## config.mk

```make
export PLATFORM = sky130hd
export DESIGN_NAME = spi_return_tx_flat
export DESIGN_NICKNAME = d
export VERILOG_FILES = /design/src/rtl/spi_return_tx_if.sv /design/src/rtl/spi_return_tx.sv /design/src/flat_wrapper.sv
export SDC_FILE = /design/constraint.sdc
export NUM_CORES = 1
export LEC_CHECK = 0
export ABC_AREA = 1
export CORE_MARGIN = 10
export CORE_UTILIZATION = 25
export DETAILED_ROUTE_END_ITERATION = 10
export PLACE_DENSITY_LB_ADDON = 0.3
export SLEW_MARGIN = 30
export SYNTH_ARGS = -nofsm -noshare
export SYNTH_HDL_FRONTEND = slang
export SYNTH_SLANG_ARGS = --single-unit
```

## constraint.sdc

```tcl
create_clock -name clk -period 3.98 [get_ports clk]
set_clock_uncertainty 0.2 [all_clocks]
set_input_delay 1.194 -clock clk [delete_from_list [all_inputs] [get_ports clk]]
set_output_delay 1.194 -clock clk [all_outputs]
set_load 0.05 [all_outputs]
```

## src/rtl/spi_return_tx_if.sv

```systemverilog
// Push-side bundle of the SPI return-path transmitter.
// The FPGA logic feeding readback bytes takes the master side.
`timescale 1ns/1ps
interface spi_return_tx_if #(
  parameter int DEPTH = 4
);
  localparam int CW = $clog2(DEPTH) + 1;

  logic [7:0]    return_wrdata;
  logic          return_push;
  logic          return_full;
  logic [CW-1:0] return_count;
  logic          underrun;
  logic          overflow;

  modport master (
    output return_wrdata, return_push,
    input  return_full, return_count, underrun, overflow
  );

  modport slave (
    input  return_wrdata, return_push,
    output return_full, return_count, underrun, overflow
  );
endinterface

```

## src/rtl/spi_return_tx.sv

```systemverilog
// SPI return-path transmitter: a small byte FIFO filled from the FPGA side,
// serialized MSB-first on spi_miso (mode 0) while the CPU clocks the bus.
// spi_clk/spi_cs are oversampled in the clk domain through synchronizers.
`timescale 1ns/1ps
module spi_return_tx #(
  parameter int         DEPTH       = 4,
  parameter logic [7:0] IDLE_BYTE   = 8'hFF,
  parameter int         SYNC_STAGES = 2
) (
  input  logic          clk,
  input  logic          rst,
  input  logic          spi_clk,
  input  logic          spi_cs,
  output logic          spi_miso,
  output logic          spi_miso_oe,
  spi_return_tx_if.slave ret
);

  localparam int PW = $clog2(DEPTH);
  localparam int CW = PW + 1;
  // Lockout settle counter must reach SYNC_STAGES+1.
  localparam int LW = $clog2(SYNC_STAGES + 2);

  typedef enum logic [1:0] {
    ST_LOCKOUT,
    ST_IDLE,
    ST_ACTIVE
  } state_t;

  state_t state_q, state_d;

  logic [SYNC_STAGES-1:0] sclk_sync_q, cs_sync_q;
  logic                   sclk_hist_q, cs_hist_q;
  logic [LW-1:0]          lock_cnt_q;

  logic [7:0]    mem_q [DEPTH];
  logic [PW-1:0] rd_ptr_q, wr_ptr_q;
  logic [CW-1:0] count_q, count_d;
  logic [2:0]    bit_cnt_q, bit_cnt_d;
  logic [7:0]    shift_q, shift_d;

  logic sclk_lvl, sclk_rise, sclk_fall;
  logic cs_lvl, cs_rise, cs_fall;
  logic lock_settled;
  logic load;
  logic fifo_empty, fifo_full;
  logic pop, push_ok, underrun_evt, overflow_evt;

  assign sclk_lvl  = sclk_sync_q[SYNC_STAGES-1];
  assign sclk_rise = sclk_lvl & ~sclk_hist_q;
  assign sclk_fall = ~sclk_lvl & sclk_hist_q;
  assign cs_lvl    = cs_sync_q[SYNC_STAGES-1];
  assign cs_rise   = cs_lvl & ~cs_hist_q;
  assign cs_fall   = ~cs_lvl & cs_hist_q;

  // Synchronizer chains plus one history flop each for edge detection.
  always_ff @(posedge clk) begin
    if (rst) begin
      sclk_sync_q <= '0;
      cs_sync_q   <= '0;
      sclk_hist_q <= 1'b0;
      cs_hist_q   <= 1'b0;
    end else begin
      sclk_sync_q <= {sclk_sync_q[SYNC_STAGES-2:0], spi_clk};
      cs_sync_q   <= {cs_sync_q[SYNC_STAGES-2:0], spi_cs};
      sclk_hist_q <= sclk_lvl;
      cs_hist_q   <= cs_lvl;
    end
  end

  // After reset the synchronizers read 0 until refilled from the pins, so
  // LOCKOUT waits for the chain to settle before trusting a low CS.
  always_ff @(posedge clk) begin
    if (rst) begin
      lock_cnt_q <= '0;
    end else if (state_q == ST_LOCKOUT && !lock_settled) begin
      lock_cnt_q <= lock_cnt_q + LW'(1);
    end
  end

  assign lock_settled = (lock_cnt_q == LW'(SYNC_STAGES + 1));

  // FSM state register.
  always_ff @(posedge clk) begin
    if (rst) begin
      state_q <= ST_LOCKOUT;
    end else begin
      state_q <= state_d;
    end
  end

  // Next-state logic and byte-load request. A spi_clk fall arriving together
  // with the CS fall ends the transfer without loading another byte.
  always_comb begin
    state_d = state_q;
    load    = 1'b0;
    case (state_q)
      ST_LOCKOUT: begin
        if (lock_settled && !cs_lvl) state_d = ST_IDLE;
      end
      ST_IDLE: begin
        if (cs_rise) begin
          state_d = ST_ACTIVE;
          load    = 1'b1;
        end
      end
      ST_ACTIVE: begin
        if (cs_fall) begin
          state_d = ST_IDLE;
        end else if (sclk_fall && bit_cnt_q == 3'd0) begin
          load = 1'b1;
        end
      end
      default: state_d = ST_LOCKOUT;
    endcase
  end

  assign fifo_empty   = (count_q == '0);
  assign fifo_full    = (count_q == CW'(DEPTH));
  assign pop          = load & ~fifo_empty;
  assign underrun_evt = load & fifo_empty;
  // A pop in the same cycle frees the slot the push needs.
  assign push_ok      = ret.return_push & (~fifo_full | pop);
  assign overflow_evt = ret.return_push & fifo_full & ~pop;

  // Bit counter, shift register and occupancy next-state.
  always_comb begin
    bit_cnt_d = bit_cnt_q;
    shift_d   = shift_q;
    count_d   = count_q;

    if (state_q == ST_ACTIVE && !cs_fall) begin
      if (sclk_rise) bit_cnt_d = bit_cnt_q + 3'd1;
    end else begin
      bit_cnt_d = 3'd0;
    end

    if (load) begin
      shift_d = pop ? mem_q[rd_ptr_q] : IDLE_BYTE;
    end else if (state_q == ST_ACTIVE && !cs_fall && sclk_fall && bit_cnt_q != 3'd0) begin
      shift_d = {shift_q[6:0], 1'b0};
    end

    case ({push_ok, pop})
      2'b10:   count_d = count_q + CW'(1);
      2'b01:   count_d = count_q - CW'(1);
      default: count_d = count_q;
    endcase
  end

  // Datapath registers: pointers, occupancy, bit counter, shift register.
  always_ff @(posedge clk) begin
    if (rst) begin
      rd_ptr_q  <= '0;
      wr_ptr_q  <= '0;
      count_q   <= '0;
      bit_cnt_q <= 3'd0;
      shift_q   <= 8'h00;
    end else begin
      if (pop)     rd_ptr_q <= rd_ptr_q + PW'(1);
      if (push_ok) wr_ptr_q <= wr_ptr_q + PW'(1);
      count_q   <= count_d;
      bit_cnt_q <= bit_cnt_d;
      shift_q   <= shift_d;
    end
  end

  // FIFO storage; contents need no reset since the pointers are cleared.
  always_ff @(posedge clk) begin
    if (!rst && push_ok) begin
      mem_q[wr_ptr_q] <= ret.return_wrdata;
    end
  end

  assign spi_miso_oe      = (state_q == ST_ACTIVE);
  assign spi_miso         = (state_q == ST_ACTIVE) & shift_q[7];
  assign ret.return_full  = fifo_full;
  assign ret.return_count = count_q;
  assign ret.underrun     = underrun_evt & ~rst;
  assign ret.overflow     = overflow_evt & ~rst;

endmodule

```

## src/flat_wrapper.sv

```systemverilog
// flat-port wrapper written by rule: the top's interface ports become plain ports
module spi_return_tx_flat 
#(
  parameter int         DEPTH       = 4,
  parameter logic [7:0] IDLE_BYTE   = 8'hFF,
  parameter int         SYNC_STAGES = 2
)
  (clk, rst, spi_clk, spi_cs, spi_miso, spi_miso_oe, ret_return_wrdata, ret_return_push, ret_return_full, ret_return_count, ret_underrun, ret_overflow);
  spi_return_tx_if #(.DEPTH(DEPTH)) ret_i ();
  input  logic clk;
  input  logic rst;
  input  logic spi_clk;
  input  logic spi_cs;
  output logic spi_miso;
  output logic spi_miso_oe;
  input wire logic [$bits(ret_i.return_wrdata)-1:0] ret_return_wrdata;
  input wire logic [$bits(ret_i.return_push)-1:0] ret_return_push;
  output wire logic [$bits(ret_i.return_full)-1:0] ret_return_full;
  output wire logic [$bits(ret_i.return_count)-1:0] ret_return_count;
  output wire logic [$bits(ret_i.underrun)-1:0] ret_underrun;
  output wire logic [$bits(ret_i.overflow)-1:0] ret_overflow;
  assign ret_i.return_wrdata = ret_return_wrdata;
  assign ret_i.return_push = ret_return_push;
  assign ret_return_full = ret_i.return_full;
  assign ret_return_count = ret_i.return_count;
  assign ret_underrun = ret_i.underrun;
  assign ret_overflow = ret_i.overflow;
  spi_return_tx #(.DEPTH(DEPTH), .IDLE_BYTE(IDLE_BYTE), .SYNC_STAGES(SYNC_STAGES)) u_core (.clk(clk), .rst(rst), .spi_clk(spi_clk), .spi_cs(spi_cs), .spi_miso(spi_miso), .spi_miso_oe(spi_miso_oe), .ret(ret_i));
endmodule
```

==> flow_metrics.py, run 1 <==
metrics = {
    "status": {
        "outcome": "complete, no violations",
    },
    "drt": {
        "firstDrtPassIters": 4,
        "wirelength_mm": 5.31,
        "vias": 1887,
        "antenna_left": 0,
        "vias_per_cell": 4.22,
        "drc_errors": 0,
        "drt-wirelength-per-cell_um": 11.9,
        "drtIter0Drc": 125,
    },
    "layout": {
        "diodes": 0,
        "drive_above_1_share_pct": 13.8,
        "final_area_um2": 3340,
        "fin_cells": 447,
        "final_nets": 332,
        "fin_util_pct": 32.1,
        "area_growth_pct": 23.8,
    },
    "global_routing": {
        "grt_pass1_vias": 1954,
        "grt_usage_pct": 7.83,
        "grt_pass1_wl_mm": 9.25,
        "antenna_found_initial": 0,
        "grt_max_degree": 18,
        "gr-total-overflow": 0,
    },
    "clock_network": {
        "tritoncts": "built",
        "cts_sinks": 62,
        "post_cts_resize_count": 0,
        "numCtsBuffers": 9,
        "post-cts-setup-buffers": 0,
        "cts-root-buf": "clkbuf_8",
        "cts.htree.levels": 3,
        "cts_buffer_depth": 2,
        "cts_hold_buf": 0,
        "path_clk_slew_ns": 0.06,
        "clk_latency_ns": 0.34,
    },
    "critical_path": {
        "crit_path_start": "ret_return_push",
        "timing.rr.start": "u_core.state_q[0]",
        "crit_path_start_kind": "primary input",
        "crit_type": "primary input to output port",
        "cp_max_fo": 4,
        "worst_setup_path_end_kind": "output port",
        "worstPathRequired_ns": 2.59,
        "cp.arrival_ns": 2.28,
    },
    "yosys": {
        "synth_top_area_share_pct": 35.6,
        "synth_seq_area_share_pct": 57.8,
        "yosys_warnings": 0,
        "syn-num-nets": 300,
        "ys_types": 31,
        "ys_top_cells_by_area": "edfxtp_1 (36%), dfxtp_1 (22%), ha_1 (5.6%)",
        "yosysTopAreaCell": "edfxtp_1",
        "ys_top_cells_by_count": "inv_1 (36), nor2_1 (36), edfxtp_1 (32), dfxtp_1 (30), o21ai_0 (29)",
        "syn_inst": 274,
        "syn_area_per_cell_um2": 9.86,
        "synth_seq_cells": 62,
        "synthesis.area_um2": 2700,
        "synth_edf_count": 32,
        "synthFlopType": "edfxtp_1",
        "async_flop_share_pct": 0,
    },
    "floorplan": {
        "coreArea_um2": 10400,
        "die_h_um": 124,
        "rows": 37,
        "die_w_um": 124,
        "io_pins": 21,
        "initial_core_util_pct": 25.9,
        "dieArea_um2": 15400,
    },
    "placement": {
        "placed_cell_area_um2": 3130,
        "dp_cells": 431,
        "routabilityCongestion": 0.723,
        "port_buffers": 20,
        "hpwl_mm": 3.84,
    },
    "timing": {
        "worstMarginPinSlew_ns": 0.563,
        "relSlewSlack_pct": 62.4,
        "report.final.slew_viol_count": 0,
        "fin_crit_sh_pct": 92.3,
        "max_freq_mhz": 272,
        "hold_violations": 0,
        "finalCriticalPeriod_ns": 3.67,
        "rsz0062_at_grt": "no",
        "setup_violations": 0,
        "tns_ns": 0,
    },
    "power": {
        "worst_ir_drop_vdd_uv": 196,
        "total_power_w": 0.00156,
        "leakagePower_nw": 1.26,
        "power_density_nw_per_um2": 466,
    },
    "worst_hold_path": {
        "worst_hold_path_type": "flip-flop to flip-flop",
        "timing.hold.worst.start": "u_core.sclk_sync_q[0]",
    },
    "run": {
        "cap_violations": 0,
    },
}
per-stage QoR:
| stage | worst slack [ns] | hold slack (ns) |
|---|---|---|
| after floorplan | 0.0659 | 0.188 |
| after global placement | 0.324 | 0.198 |
| after detailed placement | 0.307 | 0.199 |
| after CTS | 0.300 | 0.214 |
| after global routing | 0.243 | 0.228 |
| final | 0.306 | 0.209 |
critical path: stages:
cell and delay (ns):
clkdlybuf4s50_1 0.55, inv_1 0.10, nor3_2 0.26, buf_12 0.17
logic make-up (layout without fill, tap and decap cells):
| kind of cell | count (synthesis) | in the layout | synth area share [%] |
|---|---|---|---|
| AND/OR/NAND/NOR | 84 | 84 | 15.1 |
| AO/OA/AOI/OAI | 68 | 68 | 13.9 |
| flip-flops | 62 | 62 | 57.8 |
| buffers and inverters | 47 | 84 | 6.81 |
| adder cells (fa/ha/maj) | 13 | 13 | 6.30 |
routing by layer:
metal / track usage [%] / up-vias / wire length, um
met5: 0 / - / 0
met4: 4.10 / 0 / 36
met3: 2.94 / 2 / 271
met2: 12.5 / 31 / 2570
met1: 9.04 / 872 / 2420
li1: - / 982 / -
sequential cells by signal, indices dropped and copies added, names as in the netlist, 2 cells and up, named ones only:
signal / count
u_core.bit_cnt_q: 3
u_core.wr_ptr_q: 2
u_core.sclk_sync_q: 2
u_core.lock_cnt_q: 2
u_core.state_q: 2
u_core.rd_ptr_q: 2
u_core.shift_q: 8
u_core.ret.return_count: 3
u_core.cs_sync_q: 2
u_core.mem_q: 32
power breakdown:
| part | switching [W] | total [W] | leakage (nW) | internal [W] |
|---|---|---|---|---|
| Combinational | 0.000150 | 0.000235 | 0.620 | 0.0000847 |
| Sequential | 0.0000217 | 0.000730 | 0.535 | 0.000708 |
| Clock | 0.000244 | 0.000595 | 0.106 | 0.000351 |
cell type report:
| type | instances | area, um2 |
|---|---|---|
| multi-input cells | 165 | 966 |
| clock inverters | 6 | 86.3 |
| inverters | 41 | 159 |
| repair buffers | 27 | 273 |
| flip-flops and latches | 62 | 1560 |
| well taps | 136 | 170 |
| clock buffers | 10 | 128 |
| fillers | 1096 | 7070 |
cell usage in the layout, fill, tap and decap left out:
cell / Yosys / final
nor2_1: 36 / 36
nor3_1: 3 / 1
dfxtp_1: 30 / 30
o21ai_1: 4 / 4
clkinv_4: 0 / 1
fa_1: 1 / 1
inv_6: 1 / 1
nand2_2: 1 / 1
nand2_1: 27 / 27
clkbuf_1: 4 / 1
nor3_2: 0 / 2
a21oi_2: 1 / 1
nand3b_1: 1 / 1
bufinv_16: 0 / 2
o22ai_1: 6 / 6
clkbuf_8: 0 / 9
nor2_4: 1 / 1
edfxtp_1: 32 / 32
nand3_2: 2 / 2
a21oi_4: 1 / 1
inv_2: 4 / 4
o21ai_0: 29 / 29
buf_4: 0 / 7
a32oi_1: 2 / 2
clkdlybuf4s50_1: 0 / 18
a21oi_1: 23 / 23
nand3_4: 1 / 1
nand3_1: 8 / 8
buf_12: 0 / 2
clkinv_2: 0 / 2
inv_1: 36 / 36
clkinvlp_4: 0 / 1
o21ai_2: 1 / 1
nand2_8: 1 / 1
a211oi_1: 1 / 1
nand2_4: 2 / 2
ha_1: 12 / 12
nand4_2: 1 / 1
final timing paths:
path / cells after the start / slack, ns / end
worst max-delay path: 4 / 0.31 / ret_overflow
worst min-delay path: 2 / 0.21 / u_core.sclk_sync_q[1]
worst max register to register: 11 / 1.71 / u_core.mem_q[1][0]
worst min register to register: 2 / 0.21 / u_core.sclk_sync_q[1]
Power figures use the tool's default switching activity.
==> inputs of run 2 (changes only) <==
--- a/config.mk
+++ b/config.mk
@@ -9,6 +9,7 @@
 export CORE_MARGIN = 10
 export CORE_UTILIZATION = 25
 export DETAILED_ROUTE_END_ITERATION = 10
+export GPL_ROUTABILITY_DRIVEN = 0
 export PLACE_DENSITY_LB_ADDON = 0.3
 export SLEW_MARGIN = 30
 export SYNTH_ARGS = -nofsm -noshare
==> results of run 2 <==
Final layout, timing and power as in run 1 (identical DEF).
